$ cat src/rtl/risc_v_mike_data_mem_arbiter.sv
// risc_v_mike_data_mem_arbiter
//
// Shares the single-port data memory between the core load/store path and the
// UART debug/loader master. At most one access reaches the memory each cycle.
// The core normally has priority. The debug master can lock the memory for
// bursts. A saturating wait counter stops the debug master from starving.
//
// Ports
//   clk, rst                    clock, synchronous active-low reset
//   core_req/we/addr/wdata      core access request
//   core_gnt                    combinational grant to the core
//   core_rvalid/rdata           registered core read return
//   dbg_req/we/addr/wdata/lock  debug access request and burst lock
//   dbg_gnt                     combinational grant to the debug master
//   dbg_rvalid/rdata            registered debug read return
//   mem_addr/write/wr_data      memory request for the winning master
//   mem_rd_data                 combinational memory read data
//   addr_err                    one-cycle pulse after an out-of-range granted access
module risc_v_mike_data_mem_arbiter #(
  parameter int DATA_MEM_DEPTH = 16,
  parameter int MAX_WAIT       = 4,
  localparam int DATA_32_W     = 32
) (
  input  logic                 clk,
  input  logic                 rst,
  input  logic                 core_req,
  input  logic                 core_we,
  input  logic [DATA_32_W-1:0] core_addr,
  input  logic [DATA_32_W-1:0] core_wdata,
  output logic                 core_gnt,
  output logic                 core_rvalid,
  output logic [DATA_32_W-1:0] core_rdata,
  input  logic                 dbg_req,
  input  logic                 dbg_we,
  input  logic [DATA_32_W-1:0] dbg_addr,
  input  logic [DATA_32_W-1:0] dbg_wdata,
  input  logic                 dbg_lock,
  output logic                 dbg_gnt,
  output logic                 dbg_rvalid,
  output logic [DATA_32_W-1:0] dbg_rdata,
  output logic [DATA_32_W-1:0] mem_addr,
  output logic                 mem_write,
  output logic [DATA_32_W-1:0] mem_wr_data,
  input  logic [DATA_32_W-1:0] mem_rd_data,
  output logic                 addr_err
);

  typedef enum logic {CORE_PRI, DBG_LOCKED} state_t;

  localparam int WCNT_W = $clog2(MAX_WAIT + 1);
  localparam logic [WCNT_W-1:0]    WAIT_LIMIT  = WCNT_W'(MAX_WAIT);
  localparam logic [DATA_32_W-1:0] DEPTH_LIMIT = DATA_32_W'(DATA_MEM_DEPTH);

  state_t                 state;
  logic [WCNT_W-1:0]      wait_cnt;
  logic                   core_win;
  logic                   dbg_win;
  logic                   sel_we;
  logic [DATA_32_W-1:0]   sel_addr;
  logic [DATA_32_W-1:0]   sel_wdata;
  logic                   in_range;
  logic [DATA_32_W-1:0]   rd_value;

  // Arbitration. Grants are forced low while reset is asserted so that
  // nothing reaches the memory during reset.
  always_comb begin
    core_win = 1'b0;
    dbg_win  = 1'b0;
    if (rst) begin
      if (state == DBG_LOCKED) begin
        dbg_win  = dbg_req;
        core_win = core_req && !dbg_req;
      end else begin
        // A starved debug request beats the core once the counter saturates.
        dbg_win  = dbg_req && (!core_req || (wait_cnt >= WAIT_LIMIT));
        core_win = core_req && !dbg_win;
      end
    end
  end

  // Memory request mux. With no grant the bus is all zero.
  always_comb begin
    sel_we    = 1'b0;
    sel_addr  = '0;
    sel_wdata = '0;
    if (dbg_win) begin
      sel_we    = dbg_we;
      sel_addr  = dbg_addr;
      sel_wdata = dbg_wdata;
    end else if (core_win) begin
      sel_we    = core_we;
      sel_addr  = core_addr;
      sel_wdata = core_wdata;
    end
  end

  assign in_range    = sel_addr < DEPTH_LIMIT;
  assign mem_addr    = sel_addr;
  assign mem_wr_data = sel_wdata;
  // Out-of-range writes are still granted but never reach the memory.
  assign mem_write   = sel_we && in_range;
  // Out-of-range reads return zero instead of whatever the memory drives.
  assign rd_value    = in_range ? mem_rd_data : '0;
  assign core_gnt    = core_win;
  assign dbg_gnt     = dbg_win;

  always_ff @(posedge clk) begin
    if (!rst) begin
      state       <= CORE_PRI;
      wait_cnt    <= '0;
      core_rvalid <= 1'b0;
      dbg_rvalid  <= 1'b0;
      core_rdata  <= '0;
      dbg_rdata   <= '0;
      addr_err    <= 1'b0;
    end else begin
      case (state)
        CORE_PRI:   if (dbg_win && dbg_lock) state <= DBG_LOCKED;
        DBG_LOCKED: if (!dbg_lock) state <= CORE_PRI;
        default:    state <= CORE_PRI;
      endcase

      if (dbg_req && !dbg_win) begin
        if (wait_cnt < WAIT_LIMIT) wait_cnt <= wait_cnt + 1'b1;
      end else begin
        wait_cnt <= '0;
      end

      // Only the master whose read was granted sees rvalid; the other keeps
      // its last rdata.
      core_rvalid <= core_win && !core_we;
      dbg_rvalid  <= dbg_win && !dbg_we;
      if (core_win && !core_we) core_rdata <= rd_value;
      if (dbg_win && !dbg_we)   dbg_rdata  <= rd_value;

      addr_err <= (core_win || dbg_win) && !in_range;
    end
  end

endmodule

$ cat config.mk
export PLATFORM = sky130hd
export DESIGN_NAME = risc_v_mike_data_mem_arbiter
export DESIGN_NICKNAME = d
export VERILOG_FILES = /design/src/rtl/risc_v_mike_data_mem_arbiter.sv
export SDC_FILE = /design/constraint.sdc
export NUM_CORES = 1
export LEC_CHECK = 0
export CORE_AREA = 5 5 114 116
export CTS_BUF_LIST = sky130_fd_sc_hd__clkbuf_2
export DETAILED_ROUTE_END_ITERATION = 10
export DIE_AREA = 0 0 119 121
export GPL_ROUTABILITY_DRIVEN = 0
export HOLD_SLACK_MARGIN = 0.06
export PLACE_DENSITY = 0.75
export SLEW_MARGIN = 10
export SYNTH_ARGS = -nofsm -noshare
export SYNTH_HDL_FRONTEND = slang
export SYNTH_SLANG_ARGS = --single-unit
$ cat constraint.sdc
create_clock -name clk -period 4.1 [get_ports clk]
set_input_delay 1.025 -clock clk [delete_from_list [all_inputs] [get_ports clk]]
set_output_delay 1.025 -clock clk [all_outputs]
set_load 0.01 [all_outputs]
==> metrics.json, run 1 <==
{
  "outcome": {
    "status": "finished, final reports clean"
  },
  "floorplanning": {
    "die_w_um": 119,
    "design.die.area_sq_um": 14400,
    "coreArea_sq_um": 11810,
    "design.portCount": 301,
    "starting_density_pct": 25.70,
    "placement_rows": 40,
    "die_h_um": 121
  },
  "layout": {
    "fin_cells": 729,
    "layout.core_utilization_pct": 54.39,
    "diodes": 0,
    "final_common_cell": "sky130_fd_sc_hd__clkdlybuf4s50_1",
    "area_growth_syn_to_fin_pct": 111.6,
    "drive_above_1_share_pct": 7.732,
    "fin_nets": 748,
    "filler_cell_count": 1076,
    "postLayoutCellArea_sq_um": 6424,
    "layout_common_cells": "296 x sky130_fd_sc_hd__clkdlybuf4s50_1, 128 x sky130_fd_sc_hd__a22o_1, 71 x sky130_fd_sc_hd__dfxtp_1, 18 x sky130_fd_sc_hd__buf_4, 10 x sky130_fd_sc_hd__clkbuf_2"
  },
  "global_routing": {
    "antenna_found_initial": 1,
    "grt_start_max_net_pins": 45,
    "global_route.overflow_total": 0,
    "grt_pass1_vias": 3835,
    "grtUsageTotal_pct": 19.77,
    "grt_pass1_wl_mm": 22.16
  },
  "timing": {
    "skew_ns": 0.02956,
    "finalSetupViolCount": 0,
    "worst_pin_slew_ns": 0.7158,
    "ratio_of_final_minimum_period_to_clock_period_pct": 98.21,
    "max_slew_vio_count": 0,
    "timing.max_slew.rel_slack_pct": 52.00,
    "grt_setup_unrepaired": "true",
    "time_the_final_worst_path_needs_with_i_o_delays_and_setup_ns": 4.026,
    "hold_viol_final": 0,
    "finalSetupTns_ns": 0,
    "clock.fmax_mhz": 248.4
  },
  "critical_path": {
    "path_max_fanout": 22,
    "crit-reg2reg-capture": "dbg_rdata[3]",
    "cp_slowest_stage_delay_ns": 0.62,
    "crit_required_ns": 3.07,
    "path_cells": "clkdlybuf4s50_1, nand2_1, a21o_1, inv_2, buf_12, a22o_1, clkdlybuf4s50_1",
    "rrSetupSlack_ns": 2.01,
    "path_class": "in2out",
    "crit_top_cell": "sky130_fd_sc_hd__clkdlybuf4s50_1",
    "critPathSlowestCell": "sky130_fd_sc_hd__clkdlybuf4s50_1",
    "endpoint_kind": "primary output",
    "rr_worst_depth": 7,
    "crit_path_start": "rst",
    "worst-endpoint-arrival_ns": 3.00,
    "r2r_start": "wait_cnt[2]",
    "setup.worst_path.start_class": "input port"
  },
  "clocking": {
    "clock-root-buffer": "sky130_fd_sc_hd__clkbuf_2",
    "clk_transition_reported_paths_ns": 0.19,
    "buffer_levels_on_the_longest_clock_path": 2,
    "clock-sinks": 71,
    "clock_latency_ns": 0.50,
    "cts_tree": "yes",
    "tritoncts.num_buffers": 9,
    "hold_buffers": 0,
    "h-tree-depth": 3
  },
  "power_and_ir_drop": {
    "swShare_pct": 25.49,
    "pwr-share-clk_pct": 24.2,
    "power.total_w": 0.001454,
    "cellInternalPower_w": 0.001084,
    "sequential_power_share_pct": 47.7,
    "leakage_nw": 2.494,
    "power.share.combinational_pct": 28.1,
    "power_density_nw_per_um2": 226.4,
    "vdd.ir_drop.worst_uv": 110.5,
    "net-switching-power_w": 0.0003706
  },
  "drt": {
    "drt_wl_total_mm": 15.13,
    "drt_first_pass_iters": 4,
    "detail_route.wirelength.met1_mm": 5.801,
    "detail_route.vias_per_cell": 4.975,
    "via_count": 3627,
    "detail_route.drc_violations": 0,
    "met2_length_mm": 7.543,
    "highest_layer": "met4",
    "antenna_left": 0,
    "detail_route.wl_per_cell_um": 20.75,
    "met3WireLength_mm": 1.357,
    "drt_iter0_markers": 159
  },
  "logic_synthesis": {
    "synth_area_leaders": "sky130_fd_sc_hd__dfxtp_1 47%, sky130_fd_sc_hd__a22o_1 37%, sky130_fd_sc_hd__clkbuf_1 2.6%",
    "syn_avg_cell_area_sq_um": 11.04,
    "portion_of_the_post_synthesis_area_used_by_sequential_elements_pct": 46.83,
    "synthDominantAreaCellType": "sky130_fd_sc_hd__dfxtp_1",
    "synth_top_area_share_pct": 46.83,
    "mappedNetlistArea_sq_um": 3035,
    "syn-instance-count": 275,
    "synth_net_count": 443,
    "ys_seq_elements": 71,
    "synth_cell_type_count": 35,
    "synth.yosys.warnings": 0
  },
  "place": {
    "port_buffers": 300,
    "placed_insts": 714,
    "dpl_hpwl_mm": 12.38,
    "post_dp_cell_area_sq_um": 6257
  },
  "min_path": {
    "hold_path.class": "reg2reg",
    "worstHoldEndpoint": "wait_cnt[0]",
    "min_delay_path_depth": 1,
    "hold_path.startpoint": "wait_cnt[0]"
  },
  "job": {
    "drv.max_cap_violation_count": 0
  }
}
==> cell type report <==
type                    instances  area, sq um  share of cell area (%)
clock inverters                 3        37.54                  0.5843
well taps                     147        183.9                   2.863
multi-input cells             174         1503                   23.39
repair buffers                322         3221                   50.14
flip-flops and latches         71         1421                   22.13
inverters                       2        7.507                  0.1169
clock buffers                  10        50.05                  0.7791
==> kinds of logic (layout without fill, tap and decap cells) <==
group	Yosys count	count (layout)	synth area share [%]
buf+inv	30	337	5.235
fa+ha+maj	1	1	0.4121
simple gates	33	33	6.719
compound gates	139	139	40.48
flops	71	71	46.83
mux	1	1	0.3298
==> sequential cells by signal, indices dropped and copies added (netlist names) <==
signal,cells
dbg_rvalid,1
core_rvalid,1
state,1
addr_err,1
dbg_rdata,32
core_rdata,32
wait_cnt,3
==> synth_stat cells <==
| master | instances |
|---|---|
| sky130_fd_sc_hd__o2111a_4 | 1 |
| sky130_fd_sc_hd__inv_1 | 1 |
| sky130_fd_sc_hd__nand4_1 | 2 |
| sky130_fd_sc_hd__a22o_1 | 128 |
| sky130_fd_sc_hd__a22oi_1 | 1 |
| sky130_fd_sc_hd__clkbuf_1 | 21 |
| sky130_fd_sc_hd__inv_2 | 1 |
| sky130_fd_sc_hd__nor4_1 | 7 |
| sky130_fd_sc_hd__o41ai_1 | 1 |
| sky130_fd_sc_hd__a211oi_1 | 1 |
| sky130_fd_sc_hd__buf_8 | 3 |
| sky130_fd_sc_hd__o211ai_1 | 1 |
| sky130_fd_sc_hd__dfxtp_1 | 71 |
| sky130_fd_sc_hd__o21a_1 | 1 |
| sky130_fd_sc_hd__buf_2 | 1 |
| sky130_fd_sc_hd__a21boi_0 | 1 |
| sky130_fd_sc_hd__nor2b_1 | 1 |
| sky130_fd_sc_hd__and3_1 | 1 |
| sky130_fd_sc_hd__a21o_1 | 2 |
| sky130_fd_sc_hd__nand3_1 | 1 |
| sky130_fd_sc_hd__nand2_1 | 4 |
| sky130_fd_sc_hd__nor3_1 | 1 |
| sky130_fd_sc_hd__o41ai_2 | 1 |
| sky130_fd_sc_hd__or4_4 | 1 |
| sky130_fd_sc_hd__mux2i_1 | 1 |
| sky130_fd_sc_hd__and4_1 | 1 |
| sky130_fd_sc_hd__ha_1 | 1 |
| sky130_fd_sc_hd__buf_4 | 3 |
| sky130_fd_sc_hd__nor2_1 | 8 |
| sky130_fd_sc_hd__nor4_2 | 1 |
| sky130_fd_sc_hd__nor3_2 | 1 |
| sky130_fd_sc_hd__or4_1 | 2 |
| sky130_fd_sc_hd__nor3_4 | 1 |
| sky130_fd_sc_hd__o211a_1 | 1 |
| sky130_fd_sc_hd__nor2_2 | 1 |
==> power groups by stage <==
stage / registers [W] / logic, W / clock network [W]
CTS: 0.000694 / 0.000404 / 0.000373
global placement: 0.000708 / 0.000398 / 0
finish: 0.000694 / 0.000408 / 0.000352
detailed placement: 0.000709 / 0.000402 / 0
global route: 0.000695 / 0.000431 / 0.000399
floorplan: 0.000709 / 0.0000984 / 0
==> worst max path at each step <==
| stage | to | slack [ns] | cells past startpoint |
|---|---|---|---|
| floorplan | mem_write | 0.89 | 5 |
| CTS | mem_addr[12] | 0.01 | 7 |
| detailed placement | mem_write | -0.33 | 7 |
| finish | mem_addr[9] | 0.07 | 7 |
| global placement | mem_write | -0.30 | 7 |
| global route | mem_write | -0.05 | 7 |
==> stage by stage <==
stage          hold slack (ns)  setup slack (ns)
2_1_floorplan           0.3992            0.8906
3_3_place_gp            0.4078           -0.3013
3_5_place_dp            0.4519           -0.3317
4_1_cts                 0.4749           0.01275
5_1_grt                 0.4868          -0.04706
6_report                0.4696           0.07359
==> repair_timing <==
action	4_1_cts	5_1_grt
gates cloned	0	1
buffers inserted	0	1
endpoints found under the setup margin	1	6
pin swaps	0	1
resized for setup	2	7
==> routing by layer <==
layer,up-vias,GRT usage (%)
met5,-,0
met4,0,8.545
met3,26,6.434
met2,196,33.49
met1,1677,22.83
li1,1728,-
==> worst max-delay path: cells and delay by family <==
family,cells,cell delay [ns]
AOI/OAI and AO/OA,2,0.35
and+or+nand+nor,1,0.07
buffers and inverters,4,1.55
Power figures use the tool's default switching activity.
==> inputs of run 2 (changes only) <==
- CAP_MARGIN: unset -> 40
- CORE_AREA: 5 5 114 116 -> unset
- CORE_MARGIN: unset -> 5
- CORE_UTILIZATION: unset -> 27
- DIE_AREA: 0 0 119 121 -> unset
- PLACE_DENSITY: 0.75 -> 0.81
- clock period: 4.1 -> 3.7 ns (I/O delays scaled with it)
==> run 2 against run 1 <==
Net effect: cell count up 0.96%; clock power is 38% higher; sequential share of layout area decreased by 0.36 points.
==> metrics.json, run 2 (same netlist as run 1, synthesis figures left out) <==
{
  "drt": {
    "met3WireLength_mm": 1.496,
    "detail_route.drc_violations": 0,
    "via_count": 3735,
    "detail_route.wirelength.met1_mm": 5.396,
    "drt_wl_total_mm": 14.91,
    "detail_route.vias_per_cell": 5.075,
    "detail_route.wl_per_cell_um": 20.26,
    "met2_length_mm": 7.538,
    "antenna_left": 0,
    "highest_layer": "met4",
    "drt_first_pass_iters": 4,
    "drt_iter0_markers": 264
  },
  "clocking": {
    "clock-sinks": 71,
    "clk_transition_reported_paths_ns": 0.17,
    "tritoncts.num_buffers": 9,
    "clock_latency_ns": 0.48,
    "h-tree-depth": 3,
    "buffer_levels_on_the_longest_clock_path": 2,
    "cts_tree": "yes",
    "clock-root-buffer": "sky130_fd_sc_hd__clkbuf_2"
  },
  "layout": {
    "fin_nets": 759,
    "area_growth_syn_to_fin_pct": 115.2,
    "layout_common_cells": "255 x sky130_fd_sc_hd__clkdlybuf4s50_1, 128 x sky130_fd_sc_hd__a22o_1, 71 x sky130_fd_sc_hd__dfxtp_1, 37 x sky130_fd_sc_hd__dlygate4sd2_1, 24 x sky130_fd_sc_hd__buf_4",
    "diodes": 0,
    "fin_cells": 736,
    "drive_above_1_share_pct": 10.91,
    "filler_cell_count": 942,
    "multiInputGateArea_sq_um": 1505,
    "register_area_sq_um": 1421,
    "final_common_cell": "sky130_fd_sc_hd__clkdlybuf4s50_1",
    "reg.largest.list": "core_rdata (32), dbg_rdata (32), wait_cnt (3)",
    "layout.core_utilization_pct": 59.73,
    "postLayoutCellArea_sq_um": 6531
  },
  "critical_path": {
    "crit_top_cell": "sky130_fd_sc_hd__clkdlybuf4s50_1",
    "path_max_fanout": 6,
    "crit-reg2reg-capture": "dbg_rdata[1]",
    "endpoint_kind": "primary output",
    "rr_worst_depth": 9,
    "worstSetupEndpoint": "mem_addr[13]",
    "setup.worst_path.start_class": "input port",
    "worst-endpoint-arrival_ns": 2.73,
    "path_class": "in2out",
    "crit_required_ns": 2.77,
    "rrSetupSlack_ns": 1.75,
    "critPathSlowestCell": "sky130_fd_sc_hd__clkdlybuf4s50_1",
    "crit_path_start": "rst",
    "path_cells": "clkdlybuf4s50_1, nand2_1, nor2_4, buf_4, buf_2, a22o_1, clkdlybuf4s50_1",
    "cp_slowest_stage_delay_ns": 0.53,
    "r2r_start": "wait_cnt[2]"
  },
  "floorplanning": {
    "coreArea_sq_um": 10940,
    "starting_density_pct": 27.76,
    "die_w_um": 116.0,
    "design.portCount": 301,
    "die_h_um": 116.0,
    "design.die.area_sq_um": 13460,
    "placement_rows": 38
  },
  "global_routing": {
    "grt_pass1_wl_mm": 21.51,
    "antenna_found_initial": 0,
    "global_route.overflow_total": 0,
    "grt_start_max_net_pins": 44,
    "grt_pass1_vias": 3945,
    "grtUsageTotal_pct": 20.91
  },
  "timing": {
    "hold_viol_final": 0,
    "max_slew_vio_count": 0,
    "time_the_final_worst_path_needs_with_i_o_delays_and_setup_ns": 3.653,
    "grt_setup_unrepaired": "false",
    "worst_pin_slew_ns": 0.3886,
    "skew_ns": 0.01305,
    "timing.max_slew.rel_slack_pct": 74.09,
    "ratio_of_final_minimum_period_to_clock_period_pct": 98.72,
    "clock.fmax_mhz": 273.8,
    "finalSetupTns_ns": 0,
    "finalSetupViolCount": 0
  },
  "place": {
    "post_dp_cell_area_sq_um": 6301,
    "placed_insts": 714,
    "dpl_hpwl_mm": 12.24,
    "port_buffers": 300
  },
  "power_and_ir_drop": {
    "power_density_nw_per_um2": 259.8,
    "vdd.ir_drop.worst_uv": 166.6,
    "leakage_nw": 2.762
  },
  "min_path": {
    "hold_path.class": "reg2reg"
  },
  "outcome": {
    "status": "finished, final reports clean"
  },
  "job": {
    "drv.max_cap_violation_count": 0
  }
}
-- run 2: changes by cell type in the layout (fill, tap and decap cells not counted), moves of 2 or more --
cell | previous run | this run
sky130_fd_sc_hd__clkdlybuf4s50_1 | 296 | 255
sky130_fd_sc_hd__dlygate4sd2_1 | 1 | 37
sky130_fd_sc_hd__buf_4 | 18 | 24
sky130_fd_sc_hd__dlymetal6s2s_1 | 3 | 7
sky130_fd_sc_hd__nor4_1 | 6 | 2
sky130_fd_sc_hd__nor4_2 | 2 | 6
sky130_fd_sc_hd__buf_6 | 1 | 4
sky130_fd_sc_hd__o41ai_2 | 0 | 2
sky130_fd_sc_hd__o41ai_4 | 2 | 0
-- run 2: what timing repair did --
action	4_1_cts	5_1_grt
gates resized for setup	44	15
endpoints found under the setup margin	42	18
pin swaps	1	4
buffers inserted	3	1
hold buffers	0	0
cloned	1	1
-- run 2: routing by layer --
layer	up-vias	track usage [%]
li1	1750	-
met1	1735	23.03
met2	218	36.52
met3	32	6.580
met4	0	9.899
met5	-	0
-- run 2: worst min path at each step --
stage / startpoint / to / slack [ns] / depth (start not counted)
6_report: wait_cnt[0] / wait_cnt[0] / 0.44 / 1
5_1_grt: wait_cnt[0] / wait_cnt[0] / 0.45 / 1
4_1_cts: wait_cnt[0] / wait_cnt[0] / 0.44 / 1
3_5_place_dp: wait_cnt[0] / wait_cnt[0] / 0.42 / 1
3_3_place_gp: wait_cnt[0] / wait_cnt[0] / 0.41 / 1
2_1_floorplan: wait_cnt[0] / wait_cnt[0] / 0.40 / 1
-- run 2: cell type report --
cell class,count,area share (%)
Timing Repair Buffer,333,50.29
Multi-Input combinational cell,174,23.05
Sequential cell,71,21.76
Tap cell,140,2.682
Clock inverter,6,1.303
Clock buffer,10,0.7663
Inverter,2,0.1533
-- run 2: report_power, final --
part,leakage [nW],internal (W),switching (W)
sequential,0.572,0.000768,0.00000186
clock,0.0795,0.000224,0.000260
combinational,2.11,0.000278,0.000163
total,2.76,0.00127,0.000425
-- run 2: per-stage QoR --
step	hold slack, ns	total power, W	worst slack (ns)
finish	0.4372	0.001697	0.04748
global route	0.4537	0.001778	0.003047
detailed placement	0.4210	0.001234	-0.3528
floorplan	0.3992	0.0008951	0.6906
CTS	0.4432	0.001717	-0.009691
global placement	0.4072	0.001227	-0.3474
-- run 2: critical path, delay by kind of cell --
kind            cells  cell delay (ns)
buf+inv             4             1.37
simple gates        2             0.29
compound gates      1             0.15
